**src/rtl/cmp_window_max_if.sv**
```systemverilog
// cmp_window_max_if: sample stream, comparator operands/flags and result port of cmp_window_max
interface cmp_window_max_if;
  logic       in_valid;
  logic       in_ready;
  logic [3:0] in_data;
  logic [3:0] cmp_a;
  logic [3:0] cmp_b;
  logic       cmp_gt;
  logic       cmp_eq;
  logic       cmp_lt;
  logic       out_valid;
  logic       out_ready;
  logic [3:0] out_max;
  logic [3:0] out_idx;
  logic [3:0] out_ties;
  logic       cmp_err;
  modport master (
    output in_valid, in_data, cmp_gt, cmp_eq, cmp_lt, out_ready,
    input  in_ready, cmp_a, cmp_b, out_valid, out_max, out_idx, out_ties, cmp_err
  );
  modport slave (
    input  in_valid, in_data, cmp_gt, cmp_eq, cmp_lt, out_ready,
    output in_ready, cmp_a, cmp_b, out_valid, out_max, out_idx, out_ties, cmp_err
  );
endinterface

```
**src/rtl/cmp_window_max.sv**
```systemverilog
// cmp_window_max: running max/first index/tie count over WIN samples using an external comparator; define CMP_CHECK_EN for a sticky one-hot flag check
module cmp_window_max #(
  parameter int WIN = 8
) (
  input logic            clk,
  input logic            rst,
  cmp_window_max_if.slave bus
);
  typedef enum logic [1:0] {IDLE, RUN, DONE} state_t;
  state_t     r_state, w_next;
  logic [3:0] r_max, r_idx, r_ties, r_cnt;
  logic       w_acc, w_last;
  assign bus.in_ready  = (r_state != DONE);
  assign w_acc         = bus.in_valid && bus.in_ready;
  assign w_last        = (r_cnt == 4'(WIN - 1));
  assign bus.cmp_a     = bus.in_data;
  assign bus.cmp_b     = r_max;
  assign bus.out_valid = (r_state == DONE);
  assign bus.out_max   = r_max;
  assign bus.out_idx   = r_idx;
  assign bus.out_ties  = r_ties;
  // next state: first sample starts the window, sample WIN-1 closes it, result handshake reopens
  always_comb begin
    w_next = (r_state == IDLE && w_acc) ? ((WIN == 1) ? DONE : RUN) :
             (r_state == RUN && w_acc && w_last) ? DONE :
             (r_state == DONE && bus.out_ready) ? IDLE : r_state;
  end
  // state register
  always_ff @(posedge clk or posedge rst) begin
    if (rst) r_state <= IDLE;
    else     r_state <= w_next;
  end
  // window datapath: gt replaces max (priority over eq), eq counts a tie, lt holds
  always_ff @(posedge clk or posedge rst) begin
    if (rst) begin
      r_max  <= '0;
      r_idx  <= '0;
      r_ties <= '0;
      r_cnt  <= '0;
    end else if (r_state == IDLE && w_acc) begin
      r_max  <= bus.in_data;
      r_idx  <= '0;
      r_ties <= '0;
      r_cnt  <= 4'(WIN > 1);
    end else if (r_state == RUN && w_acc) begin
      if (bus.cmp_gt) begin
        r_max  <= bus.in_data;
        r_idx  <= r_cnt;
        r_ties <= '0;
      end else if (bus.cmp_eq) begin
        r_ties <= r_ties + 4'd1;
      end
      r_cnt <= w_last ? 4'd0 : r_cnt + 4'd1;
    end else if (r_state == DONE && bus.out_ready) begin
      r_cnt <= '0;
    end
  end
`ifdef CMP_CHECK_EN
  logic r_err;
  // sticky error whenever a RUN accept sees comparator flags that are not exactly one-hot
  always_ff @(posedge clk or posedge rst) begin
    if (rst) r_err <= 1'b0;
    else if (r_state == RUN && w_acc && !$onehot({bus.cmp_gt, bus.cmp_eq, bus.cmp_lt})) r_err <= 1'b1;
  end
  assign bus.cmp_err = r_err;
`else
  logic w_unused_lt;
  assign w_unused_lt = bus.cmp_lt;
  assign bus.cmp_err = 1'b0;
`endif
endmodule

```
**src/flat_wrapper.sv**
```systemverilog
// flat-port wrapper written by rule: the top's interface ports become plain ports
module cmp_window_max_flat 
#(
  parameter int WIN = 8
)
  (clk, rst, bus_in_valid, bus_in_data, bus_cmp_gt, bus_cmp_eq, bus_cmp_lt, bus_out_ready, bus_in_ready, bus_cmp_a, bus_cmp_b, bus_out_valid, bus_out_max, bus_out_idx, bus_out_ties, bus_cmp_err);
  cmp_window_max_if bus_i ();
  input logic clk;
  input logic rst;
  input wire logic [$bits(bus_i.in_valid)-1:0] bus_in_valid;
  input wire logic [$bits(bus_i.in_data)-1:0] bus_in_data;
  input wire logic [$bits(bus_i.cmp_gt)-1:0] bus_cmp_gt;
  input wire logic [$bits(bus_i.cmp_eq)-1:0] bus_cmp_eq;
  input wire logic [$bits(bus_i.cmp_lt)-1:0] bus_cmp_lt;
  input wire logic [$bits(bus_i.out_ready)-1:0] bus_out_ready;
  output wire logic [$bits(bus_i.in_ready)-1:0] bus_in_ready;
  output wire logic [$bits(bus_i.cmp_a)-1:0] bus_cmp_a;
  output wire logic [$bits(bus_i.cmp_b)-1:0] bus_cmp_b;
  output wire logic [$bits(bus_i.out_valid)-1:0] bus_out_valid;
  output wire logic [$bits(bus_i.out_max)-1:0] bus_out_max;
  output wire logic [$bits(bus_i.out_idx)-1:0] bus_out_idx;
  output wire logic [$bits(bus_i.out_ties)-1:0] bus_out_ties;
  output wire logic [$bits(bus_i.cmp_err)-1:0] bus_cmp_err;
  assign bus_i.in_valid = bus_in_valid;
  assign bus_i.in_data = bus_in_data;
  assign bus_i.cmp_gt = bus_cmp_gt;
  assign bus_i.cmp_eq = bus_cmp_eq;
  assign bus_i.cmp_lt = bus_cmp_lt;
  assign bus_i.out_ready = bus_out_ready;
  assign bus_in_ready = bus_i.in_ready;
  assign bus_cmp_a = bus_i.cmp_a;
  assign bus_cmp_b = bus_i.cmp_b;
  assign bus_out_valid = bus_i.out_valid;
  assign bus_out_max = bus_i.out_max;
  assign bus_out_idx = bus_i.out_idx;
  assign bus_out_ties = bus_i.out_ties;
  assign bus_cmp_err = bus_i.cmp_err;
  cmp_window_max #(.WIN(WIN)) u_core (.clk(clk), .rst(rst), .bus(bus_i));
endmodule
```
**config.mk**
```make
export PLATFORM = sky130hd
export DESIGN_NAME = cmp_window_max_flat
export DESIGN_NICKNAME = d
export VERILOG_FILES = /design/src/rtl/cmp_window_max_if.sv /design/src/rtl/cmp_window_max.sv /design/src/flat_wrapper.sv
export SDC_FILE = /design/constraint.sdc
export NUM_CORES = 1
export LEC_CHECK = 0
export ABC_AREA = 1
export BUFFER_PORTS_ARGS = -buffer_cell sky130_fd_sc_hd__clkbuf_2
export CAP_MARGIN = 20
export CORE_MARGIN = 2
export CORE_UTILIZATION = 48
export CTS_CLUSTER_DIAMETER = 150
export DETAILED_ROUTE_END_ITERATION = 12
export PLACE_DENSITY = 0.88
export SETUP_SLACK_MARGIN = 0.3
export SLEW_MARGIN = 20
export SYNTH_ARGS = -nofsm -noshare
export SYNTH_HDL_FRONTEND = slang
export SYNTH_SLANG_ARGS = --single-unit
```
**constraint.sdc**
```tcl
create_clock -name clk -period 1.29 [get_ports clk]
set_input_delay 0.258 -clock clk [delete_from_list [all_inputs] [get_ports clk]]
set_output_delay 0.258 -clock clk [all_outputs]
set_load 0.1 [all_outputs]
```
==> out/summary.log, run 1 <==
INFO  status         status=aborted with a tool error
INFO  status         outcome.stop_stage=5_1_grt
INFO  status         tool.error=[ERROR DPL-0038] Utilization greater than 100%, impossible to legalize
INFO  clock_network  cts.path.max_buffers=2
INFO  floorplan      top_level_pins=34
INFO  sta            worst-endpoint-pin-kind=top-level output
INFO  placement      io_buffers=31
INFO  placement      placedCellCount=168
INFO  floorplan      start_util=50.5%
INFO  clock_network  cts_buffers=3
INFO  clock_network  htree_num_levels=1
INFO  yosys          netlist_area=981um2
INFO  yosys          synth_nets=131
INFO  global_routing grt_start_max_net_pins=19
INFO  placement      pre_cts_slack=0.0925ns
INFO  yosys          avg_cell_area_syn=8.31um2
INFO  floorplan      die_width=49.2um
INFO  yosys          postSynthCellCount=118
INFO  yosys          post_synthesis_register_bit_count=18
INFO  floorplan      die_height=49.2um
INFO  yosys          ys_seq_area_share=45.9%
INFO  yosys          yosysWarningCount=0
INFO  clock_network  clkSinkCount=18
INFO  floorplan      placement_rows=16
INFO  placement      gp_congestion=0.847
INFO  yosys          yosys_cell_types=23
INFO  placement      dpl.hpwl=2000um
INFO  sta            grt_repair_worst_endpoint=bus_in_ready
INFO  clock_network  cts-root-buf=clkbuf_4
[Yosys cell counts]
library cell  number  area [um2]
inv_4              1        6.26
inv_2              5        18.8
nor2_4             1        11.3
conb_1             1        3.75
nor2_1             5        18.8
inv_1              4        15.0
o21ai_1            3        15.0
a21o_1             1        7.51
a21oi_1            1        5.00
xnor2_1            2        17.5
o21ai_4            1        16.3
nand2_4            3        33.8
nand4_1            5        31.3
nand3_1            8        40.0
and2_1             1        6.26
or2_2              1        6.26
nor3_1             1        5.00
ha_1               2        25.0
nand2_1           41         154
nand2_2            1        6.26
buf_4             10        75.1
dfrtp_1           18         450
nor2_2             2        12.5
[cells by family after synthesis]
family / count (synthesis) / synth area share [%]
buffers and inverters: 20 / 11.7
xor gates and xnor gates: 2 / 1.79
DFF: 18 / 45.9
AOI/OAI and AO/OA: 6 / 4.46
adders and majority gates: 2 / 2.55
other: 1 / 0.382
and+or+nand+nor: 69 / 33.2
[metrics by stage]
step	TNS (ns)	utilization (%)	instance area [um2]
4_1_cts	-0.291	93.5	1820
3_5_place_dp	0	77.8	1510
3_3_place_gp	0	77.8	1510
2_1_floorplan	-1.30	-	1110
[repair_timing]
item                                    in CTS
hold buffers                                 1
gates resized for setup                     25
endpoints found under the hold margin       18
pin swaps                                   10
buffers inserted                            19
endpoints found under the setup margin      36
==> inputs of run 2 (changes only) <==
Settings changed: CORE_AREA from default to 2 2 63 65, CORE_MARGIN 2 to default, CORE_UTILIZATION 48 to default, CTS_CLUSTER_DIAMETER 150 to default, DIE_AREA from default to 0 0 65 67, PLACE_DENSITY 0.88 to default, PLACE_DENSITY_LB_ADDON from default to 0.15, SETUP_SLACK_MARGIN 0.3 to default.
==> run 2 against run 1 <==
  * Synthesized cell count unchanged
  * The flow now finishes, with violations (hold timing, setup timing)
  * Area after synthesis unchanged
==> out/summary.log, run 2 <==
INFO  finish         layout.cells.most_common_list=41 x nand2_1, 22 x buf_12, 9 x clkbuf_2, 9 x dfrtp_1
INFO  drt            dr.first_iter.drc_count=22
INFO  worst_setup_path r2r_end=u_core.r_state[1]
INFO  worst_setup_path timing.critical_path.from_type=register
INFO  worst_setup_path crit_arrival=1.05ns
INFO  drt            drt-vias-per-instance=4.14
INFO  global_routing grt_start_max_net_pins=19
INFO  worst_setup_path crit_required=1.03ns
INFO  yosys          dominant_synthesized_flop_cell=dfrtp_1
INFO  finish         insertedDiodeCount=0
INFO  finish         stdcell_count=200
INFO  worst_setup_path worst-path-max-fanout=3
INFO  worst_setup_path register_to_register_setup_slack=0.09ns
INFO  global_routing vias_in_the_first_global_route=794
INFO  yosys          yosys_cell_types=23 [unchanged]
INFO  yosys          netlist_area=981um2 [unchanged]
INFO  sta            grt_setup_unrepaired=true
INFO  placement      placedCellCount=191 [+14%]
INFO  worst_setup_path worstSetupPathType=register to output pin
INFO  sta            slew_violations=0
INFO  sta            final-setup-viol-count=1
INFO  clock_network  clk-insertion-delay-late=0.25ns
INFO  global_routing track_usage=10.9%
INFO  yosys          synth_top_cells_by_count=41 x nand2_1, 18 x dfrtp_1, 10 x buf_4, 8 x nand3_1
INFO  yosys          yosysWarningCount=0 [unchanged]
INFO  clock_network  clkSinkCount=18 [unchanged]
INFO  floorplan      top_level_pins=34 [unchanged]
INFO  yosys          synthArstFlopShare=100% [unchanged]
INFO  worst_setup_path peak_per_stage_delay_on_the_critical_path=0.43ns
INFO  clock_network  htree_num_levels=1 [unchanged]
INFO  job            max_cap_violations=0
INFO  global_routing grt_overflow_total=0
INFO  floorplan      placeableCoreArea=3610um2
INFO  finish         fill_cells=349
INFO  worst_setup_path critical-path-slowest-cell=dfrtp_2
INFO  yosys          yosysTopAreaCellShare=45.9% [unchanged]
INFO  clock_network  tritoncts=done
INFO  clock_network  clk_pin_slew_worst_paths=0.07ns
INFO  floorplan      start_util=27.2% [-23 points]
INFO  placement      placed_area=1510um2 [about the same]
INFO  yosys          number_of_enable_flip_flop_cells_after_synthesis=0 [unchanged]
INFO  sta            final.hold.worst_slack=-0.00239ns
INFO  sta            finalWorstSetupSlack=-0.0134ns
INFO  floorplan      die_width=65um [+32%]
INFO  drt            drcViolationCount=0
INFO  sta            max_freq=0.767GHz
INFO  sta            finalClockSkew=0.00178ns
INFO  yosys          ys_top_cells_by_area=dfrtp_1 46%, nand2_1 16%, buf_4 7.7%
INFO  clock_network  cts.path.max_buffers=2 [unchanged]
INFO  finish         number_of_nets_in_the_layout=166
INFO  yosys          yosysMostFrequentCell=nand2_1
INFO  floorplan      die_height=67um [+36%]
INFO  global_routing grt_first_pass_wirelength=3610um
INFO  yosys          ys_seq_area_share=45.9% [unchanged]
INFO  global_routing initial_antenna_violation_count=0
INFO  placement      io_buffers=31 [unchanged]
INFO  floorplan      die-area=4360um2
INFO  clock_network  cts_hold_repair.buffers=0 [-1]
INFO  yosys          synth_nets=131 [unchanged]
INFO  sta            period_share=101%
INFO  drt            postRouteAntennaNets=0
INFO  worst_setup_path worst_r2r_startpoint=u_core.r_cnt[1]
INFO  sta            finalCriticalPeriod=1.30ns
INFO  sta            finalHoldViolCount=6
INFO  finish         design_area=1620um2
INFO  finish         seqCellArea=477um2
INFO  placement      dpl.hpwl=1620um [-19%]
INFO  yosys          post_synthesis_register_bit_count=18 [unchanged]
INFO  drt            via_count=828
INFO  worst_setup_path critical_path.endpoint_type=output pin
INFO  placement      gp_congestion=0.840 [-0.79%]
INFO  yosys          postSynthCellCount=118 [unchanged]
INFO  floorplan      placement_rows=22 [+6]
INFO  drt            wl_per_cell=10.6um
INFO  clock_network  cts_buffers=3 [unchanged]
INFO  yosys          synthDominantAreaCellType=dfrtp_1
INFO  finish         syn2layout_area_growth=64.9%
INFO  placement      pre_cts_slack=0.0878ns [-0.00470 ns]
INFO  finish         layout_cells_sized_above_1=45.4%
INFO  yosys          avg_cell_area_syn=8.31um2 [unchanged]
INFO  worst_setup_path critical_path.cell_chain=nor2_4 > inv_2 > buf_12
INFO  worst_setup_path r2r_cells=5
INFO  drt            drt_first_pass_iters=4
INFO  status         status=finished with violations
INFO  clock_network  cts-root-buf=clkbuf_8
INFO  min_path       timing.hold.worst.class=input port to asynchronous set/reset pin
INFO  status         violations_in_the_final_reports=hold timing, setup timing
INFO  finish         leading_cell_type_in_the_layout_fill_and_taps_excluded=nand2_1
INFO  finish         area_of_the_multi_input_gates=429um2
INFO  drt            drt-total-wl=2120um
## run 2: cell counts after synthesis
No cell type changed its count.
## run 2: layout make-up
class / count / area share, %
sequential: 18 / 29.5
inverter: 10 / 2.47
clock buffer: 4 / 3.40
timing repair buffer: 40 / 34.4
multi-input combinational: 80 / 26.5
tap: 48 / 3.71
## run 2: per-stage QoR
step / hold slack, ns / utilization [%] / setup TNS (ns)
after floorplan: 0.196 / - / -1.30
after CTS: 0.00674 / 44.1 / -0.0247
final: -0.00239 / 44.9 / -0.0134
after detailed placement: 0.278 / 41.9 / 0
after global placement: 0.276 / 41.9 / 0
after global routing: 0.0216 / 44.9 / -0.0805
## run 2: logic make-up (layout without fill, tap and decap cells)
logic type / count (synthesis) / in the layout / synth area share [%]
compound gates: 6 / 6 / 4.46
xor+xnor: 2 / 2 / 1.79
fa+ha+maj: 2 / 2 / 2.55
buf+inv: 20 / 54 / 11.7
flops: 18 / 18 / 45.9
other cells: 1 / 1 / 0.382
simple gates: 69 / 69 / 33.2
## run 2: per-layer routing
metal	share of wire [%]	global-route usage [%]
met5	0	0
met1	45	14.1
met4	1.8	4.79
met2	47	17.4
met3	5.8	2.36
## run 2: repair_timing
item | CTS | global route
pin swaps | 1 | 1
gates resized for setup | 1 | 2
buffers inserted | 3 | 2
endpoints found under the setup margin | 2 | 11
## run 2: how the worst max path moves through the flow
stage                     slack (ns)                end               from  cells after the start
after floorplan                -0.53       bus_in_ready  u_core.r_state[0]                      2
after global placement          0.13  u_core.r_state[1]    u_core.r_cnt[1]                      5
after detailed placement        0.09  u_core.r_state[1]    u_core.r_cnt[1]                      5
after CTS                      -0.02       bus_in_ready  u_core.r_state[0]                      3
after global routing           -0.06       bus_in_ready  u_core.r_state[1]                      4
final                          -0.01       bus_in_ready  u_core.r_state[0]                      3
## run 2: critical path, delay by kind of cell, from the launching register on
family	cells	cell delay, ns
buffers and inverters	2	0.22
flip-flops	1	0.43
AND/OR/NAND/NOR	1	0.14
Power of run 2 is left out: the tool's default activity adds up to more than one toggle a clock period on the data nets, which glitch-free logic cannot reach.
==> inputs of run 3 (changes only) <==
Clock period 1.29 ns to 1.2 ns, I/O delays scaled along.
==> run 3 against run 2 <==
  * The flow finishes with violations (setup timing)
  * Via count grew 9.8%
  * Clock skew up 0.0046 ns
  * Count of clock-buffer cells in the layout stayed put
  * Global-route usage increased by 0.68 points
  * Utilization increased by 4.4 points
  * Design area grew 9.9%
  * Routed wire length grew 15%
  * Sequential share of layout area is 2.7 points lower
  * Non-clock buffer count grew 11
  * Register-to-register slack got worse by 0.10 ns
  * Worst hold slack improved by 0.25 ns
  * Highest routed layer unchanged
==> out/summary.log, run 3 (synthesis gave the netlist of run 2 again) <==
INFO  worst_setup_path worstSetupPathType=register to output pin
INFO  clock_network  clk-insertion-delay-late=0.26ns [about the same]
INFO  status         status=finished with violations
INFO  global_routing vias_in_the_first_global_route=817 [+2.9%]
INFO  finish         insertedDiodeCount=0 [unchanged]
INFO  finish         area_of_the_multi_input_gates=500um2 [+17%]
INFO  finish         layout_cells_sized_above_1=57.1% [+12 points]
INFO  clock_network  htree_num_levels=1 [unchanged]
INFO  finish         syn2layout_area_growth=81.3%
INFO  finish         number_of_nets_in_the_layout=177 [+6.6%]
INFO  drt            drt-total-wl=2440um [+15%]
INFO  sta            max_freq=0.756GHz
INFO  worst_setup_path r2r_end=u_core.bus.cmp_b[1]
INFO  clock_network  tritoncts=done
INFO  clock_network  cts_buffers=3 [unchanged]
INFO  global_routing grt_overflow_total=0 [unchanged]
INFO  sta            timing.setup.tns=-0.247ns [-0.233 ns]
INFO  global_routing track_usage=11.6% [+0.68 points]
INFO  worst_setup_path critical_path.endpoint_type=output pin
INFO  sta            slew_violations=0 [unchanged]
INFO  sta            finalWorstSetupSlack=-0.122ns [-0.109 ns]
INFO  drt            postRouteAntennaNets=0 [unchanged]
INFO  worst_setup_path register_to_register_setup_slack=-0.01ns [-0.10 ns]
INFO  finish         fill_cells=337 [-3.4%]
INFO  min_path       timing.hold.worst.start=bus_in_data[0]
INFO  clock_network  cts.path.max_buffers=2 [unchanged]
INFO  drt            wl_per_cell=11.6um [+9.2%]
INFO  job            max_cap_violations=0 [unchanged]
INFO  finish         seqCellArea=477um2 [unchanged]
INFO  worst_setup_path r2r_cells=7 [+2]
INFO  drt            dr.first_iter.drc_count=37 [+68%]
INFO  min_path       timing.hold.worst.class=input port to register
INFO  floorplan      die_width=65um [unchanged]
INFO  worst_setup_path timing.critical_path.from_type=register
INFO  placement      pre_cts_slack=0.0334ns [-0.0544 ns]
INFO  floorplan      die_height=67um [unchanged]
INFO  floorplan      start_util=27.2% [unchanged]
INFO  placement      dpl.hpwl=1650um [+1.7%]
INFO  clock_network  clkSinkCount=18 [unchanged]
INFO  drt            via_count=909 [+9.8%]
INFO  drt            drt-vias-per-instance=4.31 [+4.1%]
INFO  sta            period_share=110%
INFO  status         violations_in_the_final_reports=setup timing
INFO  sta            grt_setup_unrepaired=true
INFO  global_routing grt_first_pass_wirelength=3730um [+3.4%]
INFO  floorplan      placement_rows=22 [unchanged]
INFO  clock_network  cts-root-buf=clkbuf_8
INFO  worst_setup_path crit_arrival=1.08ns [+0.03 ns]
INFO  sta            final-setup-viol-count=7 [+6]
INFO  floorplan      placeableCoreArea=3610um2 [unchanged]
INFO  sta            finalHoldViolCount=0 [-6]
INFO  drt            drt_first_pass_iters=6 [+2]
INFO  sta            finalCriticalPeriod=1.32ns
INFO  placement      io_buffers=31 [unchanged]
INFO  floorplan      top_level_pins=34 [unchanged]
INFO  worst_setup_path crit_required=0.96ns [-0.07 ns]
INFO  clock_network  clk_pin_slew_worst_paths=0.07ns [about the same]
INFO  finish         layout.cells.most_common_list=30 x nand2_1, 22 x buf_12, 14 x buf_4, 11 x nand2_2
INFO  sta            finalClockSkew=0.00639ns [+0.00461 ns]
INFO  global_routing initial_antenna_violation_count=0 [unchanged]
INFO  min_path       hold-path-cell-count=3
INFO  worst_setup_path worst_r2r_startpoint=u_core.r_state[1]
INFO  finish         leading_cell_type_in_the_layout_fill_and_taps_excluded=nand2_1
INFO  min_path       min_delay_worst_endpoint=u_core.bus.cmp_b[0]
INFO  drt            drcViolationCount=0 [unchanged]
INFO  floorplan      die-area=4360um2 [unchanged]
INFO  worst_setup_path worst-path-max-fanout=3 [unchanged]
INFO  placement      gp_congestion=0.805 [-4.2%]
INFO  global_routing grt_start_max_net_pins=19 [unchanged]
run 3: cell types whose count changed in the layout (fill, tap and decap cells not counted), sizes merged:
cell,previous run,this run
dlygate4sd3,0,1
buf,31,41
run 3: worst max path at each step:
stage                         to  slack, ns  cells after the start         startpoint
6_report            bus_in_ready      -0.12                      3  u_core.r_state[0]
5_1_grt             bus_in_ready      -0.16                      3  u_core.r_state[0]
4_1_cts             bus_in_ready      -0.12                      4  u_core.r_state[1]
3_5_place_dp   u_core.r_state[1]       0.03                      5    u_core.r_cnt[0]
3_3_place_gp   u_core.r_state[1]       0.06                      5    u_core.r_cnt[0]
2_1_floorplan       bus_in_ready      -0.60                      2  u_core.r_state[0]
run 3: metrics by stage:
step	cells	utilization (%)	hold WS [ns]	instance area, um2
2_1_floorplan	118	-	0.178	1020
3_3_place_gp	192	42.5	0.263	1530
3_5_place_dp	192	42.5	0.260	1530
4_1_cts	203	45.4	0.255	1640
5_1_grt	211	49.3	0.264	1780
6_report	211	49.3	0.251	1780
run 3: worst max-delay path, cell delays in order (launching register included):
cell and delay (ns):
dfrtp_2 0.43, nor2_4 0.16, inv_2 0.06, buf_12 0.16
run 3: timing repair:
item                                   CTS  global route
endpoints found under the hold margin   18             0
pin swaps                                3            11
hold buffers                             1             0
setup endpoints to repair                8            26
gates resized for setup                  2            24
setup buffers                            6             7
cloned                                   0             1
run 3: final cells by class:
class,instances,area share [%]
clock buffer,4,2.53
inverter,10,2.53
multi-input combinational,80,28.1
sequential,18,26.8
tap,48,3.38
timing repair buffer,51,36.6
run 3: per-layer routing:
layer	part of all wire (%)	vias to the layer above	global-route usage, %
met5	0	-	0
met4	2.6	0	7.98
met3	6.3	5	3.04
met2	47	33	17.7
met1	44	418	14.2
li1	-	453	-
Power of run 3 is left out for the same reason.
